<file path="src/rtl/seg7_scan_display.sv">
// Eight-digit common-anode seven-segment scanner: snapshots a 32-bit hex word
// plus decimal-point mask once per frame and time-multiplexes it onto the display.
module seg7_scan_display #(
  parameter int unsigned DIV = 50000,
  parameter bit          LZB = 1'b1
) (
  input  logic        io_clk,
  input  logic        resetn,
  input  logic [31:0] data,
  input  logic [7:0]  dp_mask,
  input  logic        enable,
  output logic [7:0]  an,
  output logic [6:0]  seg,
  output logic        dp,
  output logic        frame_done
);

  localparam int unsigned CNT_W = (DIV > 1) ? $clog2(DIV) : 1;
  localparam logic [CNT_W-1:0] CNT_MAX = CNT_W'(DIV - 1);

  logic [CNT_W-1:0] cnt;
  logic [2:0]       idx;
  logic [31:0]      shadow_data;
  logic [7:0]       shadow_dp;

  logic       tick_c;
  logic       wrap_c;
  logic [3:0] nib_c;
  logic       blank_c;
  logic [6:0] seg_c;

  assign tick_c = enable && (cnt == CNT_MAX);
  assign wrap_c = tick_c && (idx == 3'd7);
  assign nib_c  = shadow_data[{idx, 2'b00} +: 4];

  // A digit is blank when it and every more-significant nibble are zero; digit 0 always shows.
  always_comb begin
    blank_c = 1'b0;
    if (LZB && (idx != 3'd0)) begin
      blank_c = ((shadow_data >> {idx, 2'b00}) == 32'd0);
    end
  end

  // Hex to active-low {g,f,e,d,c,b,a}.
  always_comb begin
    seg_c = 7'h7F;
    case (nib_c)
      4'h0: seg_c = 7'h40;
      4'h1: seg_c = 7'h79;
      4'h2: seg_c = 7'h24;
      4'h3: seg_c = 7'h30;
      4'h4: seg_c = 7'h19;
      4'h5: seg_c = 7'h12;
      4'h6: seg_c = 7'h02;
      4'h7: seg_c = 7'h78;
      4'h8: seg_c = 7'h00;
      4'h9: seg_c = 7'h10;
      4'hA: seg_c = 7'h08;
      4'hB: seg_c = 7'h03;
      4'hC: seg_c = 7'h46;
      4'hD: seg_c = 7'h21;
      4'hE: seg_c = 7'h06;
      4'hF: seg_c = 7'h0E;
      default: seg_c = 7'h7F;
    endcase
  end

  // Prescaler, digit index and per-frame snapshot; everything freezes while disabled.
  always_ff @(posedge io_clk or negedge resetn) begin
    if (!resetn) begin
      cnt         <= '0;
      idx         <= 3'd0;
      shadow_data <= 32'd0;
      shadow_dp   <= 8'd0;
      frame_done  <= 1'b0;
    end else begin
      frame_done <= wrap_c;
      if (enable) begin
        cnt <= tick_c ? '0 : cnt + 1'b1;
        if (tick_c) begin
          idx <= idx + 3'd1;
        end
        if (wrap_c) begin
          shadow_data <= data;
          shadow_dp   <= dp_mask;
        end
      end
    end
  end

  // Registered display drive; dark while disabled.
  always_ff @(posedge io_clk or negedge resetn) begin
    if (!resetn) begin
      an  <= 8'hFF;
      seg <= 7'h7F;
      dp  <= 1'b1;
    end else if (enable) begin
      an  <= ~(8'd1 << idx);
      seg <= blank_c ? 7'h7F : seg_c;
      dp  <= ~shadow_dp[idx];
    end else begin
      an  <= 8'hFF;
      seg <= 7'h7F;
      dp  <= 1'b1;
    end
  end

endmodule

</file>
<file path="config.mk">
export PLATFORM = sky130hd
export DESIGN_NAME = seg7_scan_display
export DESIGN_NICKNAME = d
export VERILOG_FILES = /design/src/rtl/seg7_scan_display.sv
export SDC_FILE = /design/constraint.sdc
export NUM_CORES = 1
export LEC_CHECK = 0
export ABC_CLOCK_PERIOD_IN_PS = 4950
export CELL_PAD_IN_SITES_DETAIL_PLACEMENT = 1
export CELL_PAD_IN_SITES_GLOBAL_PLACEMENT = 1
export CORE_MARGIN = 5
export CORE_UTILIZATION = 40
export DETAILED_ROUTE_END_ITERATION = 7
export PLACE_DENSITY = 0.76
export SYNTH_ARGS = -nofsm -noshare
export SYNTH_HDL_FRONTEND = slang
export SYNTH_SLANG_ARGS = --single-unit
</file>
<file path="constraint.sdc">
create_clock -name io_clk -period 4.95 [get_ports io_clk]
set_input_delay 0.99 -clock io_clk [delete_from_list [all_inputs] [get_ports io_clk]]
set_output_delay 0.99 -clock io_clk [all_outputs]
set_load 0.02 [all_outputs]
</file>
# After elaboration in Yosys (flattened, before gate mapping)
# Memory sizes are Yosys's and may differ from the RTL's.
# Cells that the tools add are included.
[op_classes]
addsub = 2
order_cmp = 1
n_eq_ne = 2
shift = 3
mux = 8
bitwise = 2
reduce_logical = 6
[ops]
columns = ["cell", "count"]
rows = [
  ["$logic_not 32->1", 1],
  ["$shiftx 32x6->4", 1],
  ["$shr 32x5->32", 1],
  ["$add 16x1->16 const B", 1],
  ["$eq 16x16->1 const B", 1],
  ["$mux 16", 1],
  ["$mux 7", 2],
  ["$mux 8", 1],
  ["$not 8->8", 1],
  ["$shl 1x3->8 const A", 1],
  ["$lt 3x4->1 const B", 1],
  ["$reduce_and 2->1", 2],
  ["$add 3x1->3 const B", 1],
  ["$bmux 1 s3", 1],
  ["$eq 3x3->1 const B", 1],
  ["$mux 1", 3],
  ["$reduce_bool 3->1", 1],
  ["$logic_and 1x1->1", 2],
  ["$not 1->1", 1],
]
[totals]
register_bits = 76
mem_bits_ro = 112
in_bits = 43
output_inout_bits = 17
word_cells = 33
n_memories = 1
[mem_list]
columns = ["memory", "words", "width", "rd", "rd_clocked_by_memory_dff", "wr", "line", "text"]
rows = [
  ["(no name shown)", 16, 7, 1, 0, 0, "47", "case (nib_c)"],
]

# Depth between registers and ports, before layout
# Gate-level depths: netlist (run 1).
[depth]
word_depth = 5
mapped_depth = 10
depth_no_buf = 8

# Worst setup path after synthesis (run 1)
# OpenSTA, ideal clock, no wires.
[synth_timing]
path_type = "input to register"
startpoint = "in enable"
endpoint = "reg shadow_dp[2]"
setup_time_ns = 0.128
arrival_time_ns = 2.243
required_ns = 4.822
slack_ns = 2.579
cell_stages = 7
path_buffers = 2
cell_sequence = "nand2_1 -> nor2_1 -> and4_1 -> clkbuf_1 -> nand2_1 -> buf_2 -> mux2_1"
[synth_via]
elab_chain_cells = 3
[synth_lines]
columns = ["item", "line", "text"]
rows = [
  ["from (decl)", "11", "input logic enable,"],
  ["$logic_and 1x1->1", "32", "assign tick_c = enable && (cnt == CNT_MAX);"],
  ["$logic_and 1x1->1", "33", "assign wrap_c = tick_c && (idx == 3'd7);"],
  ["$reduce_and 2->1 (no source line) (*)", "--", ""],
  ["to (signal assigned)", "85", "shadow_dp <= dp_mask;"],
  ["to (decl)", "24", "logic [7:0] shadow_dp;"],
]
# Every way passes the cells marked *; elsewhere a longest branch is shown, timed or not.
# A chain may end at the register's enable or synchronous reset.

# Worst setup path after layout (run 1)
[layout_timing]
startpoint = "in enable"
endpoint = "reg shadow_dp[4]"
# The elaborated chain is that of the path after synthesis.

==> results of run 1 <==
## path summary, 6_finish.rpt
kind	endpoint	startpoint	slack, ns	depth (start not counted)
min in group asynchronous	shadow_dp[2]	resetn	0.74	1
worst max register to register	seg[1]	idx[0]	1.85	7
worst max-delay path	shadow_dp[4]	enable	1.85	8
max in group asynchronous	seg[6]	resetn	3.19	2
worst min register to register	shadow_dp[3]	shadow_dp[3]	0.50	1
worst min-delay path	shadow_dp[3]	shadow_dp[3]	0.50	1
## cells in the mapped netlist (all sizes together), types with 2 or more instances
master	instances
mux2	41
o211ai	2
xor2	5
nand2	27
and3	2
buf	12
clkbuf	3
nand3	11
a211oi	2
dfrtp	60
a21oi	4
mux2i	7
o221ai	2
ha	13
nor2b	3
nor4b	2
and4	3
nor2	23
a22oi	4
nand4	4
nor3	9
or4	2
o21ai	18
xnor2	9
inv	9
dfstp	16
mux4	10
## area by class of cell
| type | count | area (um^2) |
|---|---|---|
| clock buffer | 9 | 124 |
| clock inverter | 7 | 75.1 |
| fill | 964 | 4540 |
| inverter | 9 | 33.8 |
| multi-input combinational | 214 | 1770 |
| sequential | 76 | 1920 |
| tap | 129 | 161 |
| timing repair buffer | 63 | 616 |
## logic make-up after synthesis
logic type	share of synthesized area
DFF	0.505
buffers and inverters	0.0309
AOI/OAI and AO/OA	0.0693
and+or+nand+nor	0.113
xor gates and xnor gates	0.0322
muxes	0.207
adders and majority gates	0.0427
## stage by stage
| stage | instance area [um^2] | power (uW) | utilization | cells | hold WS [ns] |
|---|---|---|---|---|---|
| finish | 4700 | 1250 | 0.509 | 507 | 0.496 |
| global route | 4700 | 1310 | 0.509 | 507 | 0.525 |
| CTS | 4700 | 1270 | 0.509 | 507 | 0.505 |
| detailed placement | 4500 | 792 | 0.487 | 491 | 0.487 |
| global placement | 4500 | 786 | 0.487 | 491 | 0.473 |
| floorplan | 3810 | 727 | - | 314 | 0.459 |
## state kept, by name (all words and copies together) (netlist names)
register     cells
shadow_data     32
cnt             16
an               8
shadow_dp        8
seg              7
idx              3
dp               1
frame_done       1
## worst register-to-register path: cells and delay by family, from the launching register on
family / cells / cell delay [ns]
compound gates: 3 / 0.61
flops: 1 / 0.66
fa+ha+maj: 1 / 0.33
mux: 2 / 1.08
buf+inv: 1 / 0.34
## placed cells by master, fill, tap and decap left out, types with 4 or more instances in the layout
master | netlist | routed
inv_1 | 8 | 8
clkdlybuf4s50_1 | 0 | 58
o21ai_0 | 11 | 11
a21oi_1 | 4 | 4
clkbuf_8 | 0 | 9
xnor2_1 | 9 | 9
nor3_1 | 9 | 9
buf_4 | 0 | 4
dfstp_2 | 16 | 16
mux4_2 | 8 | 8
xor2_1 | 5 | 5
mux2_2 | 37 | 37
nor2_1 | 23 | 23
nand3_1 | 11 | 11
dfrtp_1 | 60 | 60
mux2_1 | 4 | 4
ha_1 | 13 | 13
a22oi_1 | 4 | 4
o21ai_1 | 7 | 7
nand2_1 | 27 | 27
mux2i_1 | 5 | 5
## power groups by stage
| stage | Combinational [uW] | Clock [uW] | Sequential, uW |
|---|---|---|---|
| after floorplan | 45.5 | 0 | 682 |
| after global placement | 97.8 | 0 | 688 |
| after detailed placement | 102 | 0 | 689 |
| after CTS | 102 | 491 | 679 |
| after global routing | 116 | 515 | 683 |
| final | 99.3 | 475 | 677 |
## metal layers
metal | vias up | track usage
met5 | - | 0
met4 | 0 | 0.0568
met3 | 10 | 0.0270
met2 | 51 | 0.246
met1 | 1305 | 0.219
li1 | 1241 | -
==> flow_summary.toml, run 1 <==
[placed_design]
port-buffer-count = 59
place_ws_ns = 1.43
post-dp-hpwl_um = 6110
gp_congestion = 0.769

[job]
cap_violations = 0

[detailed_routing]
wl_met1_um = 3860
drt_iter0_markers = 63
wl_um = 8220
drc = 0
wl_per_cell_um = 16.2
vias = 2607
dr.max_layer_used = "met4"
first_pass_iters = 4
wl_met2_um = 3930
postRouteAntennaNets = 0
viasPerCell = 5.14
met3WireLength_um = 295

[power_and_ir_drop]
pwr-share-comb = 0.079
power_frac_clock = 0.379
switchingPower_uw = 310
power_density_nw_per_um2 = 266
p_int_uw = 942
seqPwrFrac = 0.541
switching_share = 0.247
leakage_uw = 0.00215
vdd_drop_max_mv = 0.164

[setup_path]
arrival_ns = 3.34
start_kind = "primary input"
critPathMaxStageDelay_ns = 0.76
cp-end-kind = "flop"
crit_path_max_fanout = 41
cpLargestDelayFamily = "buffers and inverters"
crit_buf_inv = 3
cp_cell_sequence = "clkdlybuf4s50_1, nand2_1, nor2_1, and4_1, buf_4, nand2_1, buf_4, mux2_1"
cpMaxStageDelayCell = "clkdlybuf4s50_1"
required_ns = 5.19
worstSetupPathType = "primary input to flop"

[die]
rows = 35
pin_count = 60
die_area_um2 = 11600
dieWidth_um = 108
core_um2 = 9240
start_util = 0.412
die_h_um = 108

[sta]
hold_viol = 0
fmax_ghz = 0.323
fin_ws_ns = 1.85
post-route-min-period_ns = 3.10
rsz0062_at_grt = "false"
worstMarginPinSlew_ns = 0.844
maxSlewHeadroom = 0.438
slew_viol_final = 0
tns_ns = 0
skew_ns = 0.0131
setup_viol = 0
period_share = 0.626

[clocking]
cts_setup_buffers = 0
clock_sinks = 76
numCtsBuffers = 9
ctsHoldBuffers = 0
cts_resized = 0
cts_buffer_depth = 2
cts-root-buf = "clkbuf_8"
cts_max_level = 3
cts_tree = "built"
clkTransAtPathRegs_ns = 0.08
clock_latency_ns = 0.35

[global_route]
gr-total-overflow = 0
antenna_found_initial = 0
grt_pass1_wl_um = 14300
grt_use_total = 0.157
grt_start_max_net_pins = 42
grt_pass1_vias = 2855

[synth]
netlist_instances = 314
synthTopCellsByArea = "dfrtp_1, dfstp_2, mux2_2"
ys_types = 46
yosysSeqAreaShare = 0.505
syn_nets = 370
synthArstFlopShare = 1.00
ys_seq_elements = 76
yosysTopAreaCellShare = 0.394
ys_warn_count = 0
synth_flop_cell = "dfrtp_1"
yosysTopAreaCell = "dfrtp_1"
synth-edff-count = 0
avgSynthCellArea_um2 = 12.1
syn_area_um2 = 3810

[finish]
areaGrowthSynthToFinish_pct = 23.4
antenna_cells = 0
final_nets = 429
drive_above_1_share = 0.233

[status]
status = "completed"

[min_path]
hold_class = "flop to flop"
No activity file was read; power rests on OpenSTA's default activity.
==> inputs of run 2 (changes only) <==
--- a/config.mk
+++ b/config.mk
@@ -5,7 +5,7 @@
 export SDC_FILE = /design/constraint.sdc
 export NUM_CORES = 1
 export LEC_CHECK = 0
-export ABC_CLOCK_PERIOD_IN_PS = 4950
+export ABC_CLOCK_PERIOD_IN_PS = 3200
 export CELL_PAD_IN_SITES_DETAIL_PLACEMENT = 1
 export CELL_PAD_IN_SITES_GLOBAL_PLACEMENT = 1
 export CORE_MARGIN = 5
==> constraint.sdc (replaced) <==
create_clock -name io_clk -period 3.2 [get_ports io_clk]
set_input_delay 0.64 -clock io_clk [delete_from_list [all_inputs] [get_ports io_clk]]
set_output_delay 0.64 -clock io_clk [all_outputs]
set_load 0.02 [all_outputs]
==> flow_summary.toml, run 2 (synthesized netlist as in run 1, its figures left out) <==
[setup_path]
cp_cell_sequence = "mux4_1, mux2i_1, ha_1, o221ai_1, o21a_4, o221ai_2"
critPathMaxStageDelay_ns = 0.75
cpMaxStageDelayCell = "dfrtp_1"
crit_path_max_fanout = 16
r2r-start = "idx[0]"
crit_buf_inv = 0
required_ns = 3.47
arrival_ns = 3.17
worstSetupPathType = "flop to flop"
cpLargestDelayFamily = "multiplexers"
crit_start = "idx[0]"
start_kind = "flop"
cp-end-kind = "flop"

[detailed_routing]
wl_per_cell_um = 16.3
postRouteAntennaNets = 0
drt_iter0_markers = 69
met3WireLength_um = 317
wl_met1_um = 3900
first_pass_iters = 4
drc = 0
wl_met2_um = 3990
dr.max_layer_used = "met4"
viasPerCell = 5.18
wl_um = 8330
vias = 2640

[sta]
setup_viol = 0
fmax_ghz = 0.345
maxSlewHeadroom = 0.377
period_share = 0.905
slew_viol_final = 0
rsz0062_at_grt = "false"
whs_ns = 0.498
skew_ns = 0.0133
hold_viol = 0
fin_ws_ns = 0.304
post-route-min-period_ns = 2.90
worstMarginPinSlew_ns = 0.935
tns_ns = 0

[power_and_ir_drop]
seqPwrFrac = 0.522
pwr-share-comb = 0.076
power_density_nw_per_um2 = 422
switching_share = 0.227
switchingPower_uw = 455
p_int_uw = 1550
vdd_drop_max_mv = 0.203
power_frac_clock = 0.402
leakage_uw = 0.00218

[finish]
max_flop_register = "shadow_data"
nFillCells = 976
largest_reg_flops = 32
drive_above_1_share = 0.236
antenna_cells = 0
areaGrowthSynthToFinish_pct = 25.0
final_nets = 433
final_cell_mix = "dfrtp_1, clkdlybuf4s50_1, mux2_2, nand2_1, nor2_1"
reg.largest.list = "shadow_data: 32 flops, cnt: 16 flops"
final_common_cell = "dfrtp_1"

[clocking]
ctsHoldBuffers = 0
cts_resized = 0
clock_sinks = 76
cts-root-buf = "clkbuf_8"
cts_buffer_depth = 2
clkTransAtPathRegs_ns = 0.08
numCtsBuffers = 9
cts_max_level = 3
clock_latency_ns = 0.35
cts_setup_buffers = 0
cts_tree = "built"

[placed_design]
place_ws_ns = 0.346
gp_congestion = 0.820
post-dp-hpwl_um = 6080
port-buffer-count = 59

[global_route]
grt_use_total = 0.158
gr-total-overflow = 0
grt_pass1_vias = 2885
grt_start_max_net_pins = 77
grt_pass1_wl_um = 14400
antenna_found_initial = 0

[min_path]
hp-start = "shadow_dp[4]"
hold_class = "flop to flop"

[die]
start_util = 0.412
die_h_um = 108
rows = 35
dieWidth_um = 108
die_area_um2 = 11600
pin_count = 60
core_um2 = 9240

[job]
cap_violations = 0

[status]
status = "completed"
==> run 2: cell types whose count changed in the layout (fill, tap and decap cells not counted) <==
cell | before | now
buf_4 | 4 | 7
clkbuf_1 | 0 | 1
clkinv_2 | 2 | 1
buf_12 | 0 | 1
inv_6 | 1 | 0
bufinv_16 | 1 | 2
clkinv_4 | 3 | 1
clkbuf_8 | 9 | 10
==> run 2: path summary, 6_finish.rpt <==
check	endpoint	slack, ns	cells past startpoint
worst max-delay path	seg[1]	0.30	6
worst min-delay path	shadow_dp[4]	0.50	1
worst max register to register	seg[1]	0.30	6
worst min register to register	shadow_dp[4]	0.50	1
max in group asynchronous	cnt[0]	2.09	2
min in group asynchronous	shadow_dp[3]	0.51	2
==> run 2: area by class of cell <==
cell class,instances,area (um^2),area share
repair buffers,67,658,0.138
clock buffers,11,141,0.0297
well taps,129,161,0.0339
flip-flops and latches,76,1920,0.404
clock inverters,4,73.8,0.0155
inverters,9,33.8,0.00710
multi-input cells,214,1770,0.372
==> run 2: stage by stage <==
stage	cell area, um^2	power (uW)	std cells	utilization
2_1_floorplan	3810	1130	314	-
3_3_place_gp	4540	1220	495	0.492
3_5_place_dp	4540	1220	495	0.492
4_1_cts	4760	2040	510	0.515
5_1_grt	4760	2100	510	0.515
6_report	4760	2010	510	0.515
==> run 2: routing by layer <==
metal  up-vias  GRT usage
met1      1325      0.210
met3        11     0.0372
met5         -          0
met4         0     0.0541
met2        59      0.254
li1       1245          -
==> run 2: power groups by stage <==
stage / logic (uW) / clock network, uW / registers (uW)
after global placement: 152 / 0 / 1060
after detailed placement: 156 / 0 / 1070
after global routing: 175 / 870 / 1050
final: 153 / 806 / 1050
after CTS: 157 / 831 / 1050
after floorplan: 70.3 / 0 / 1050
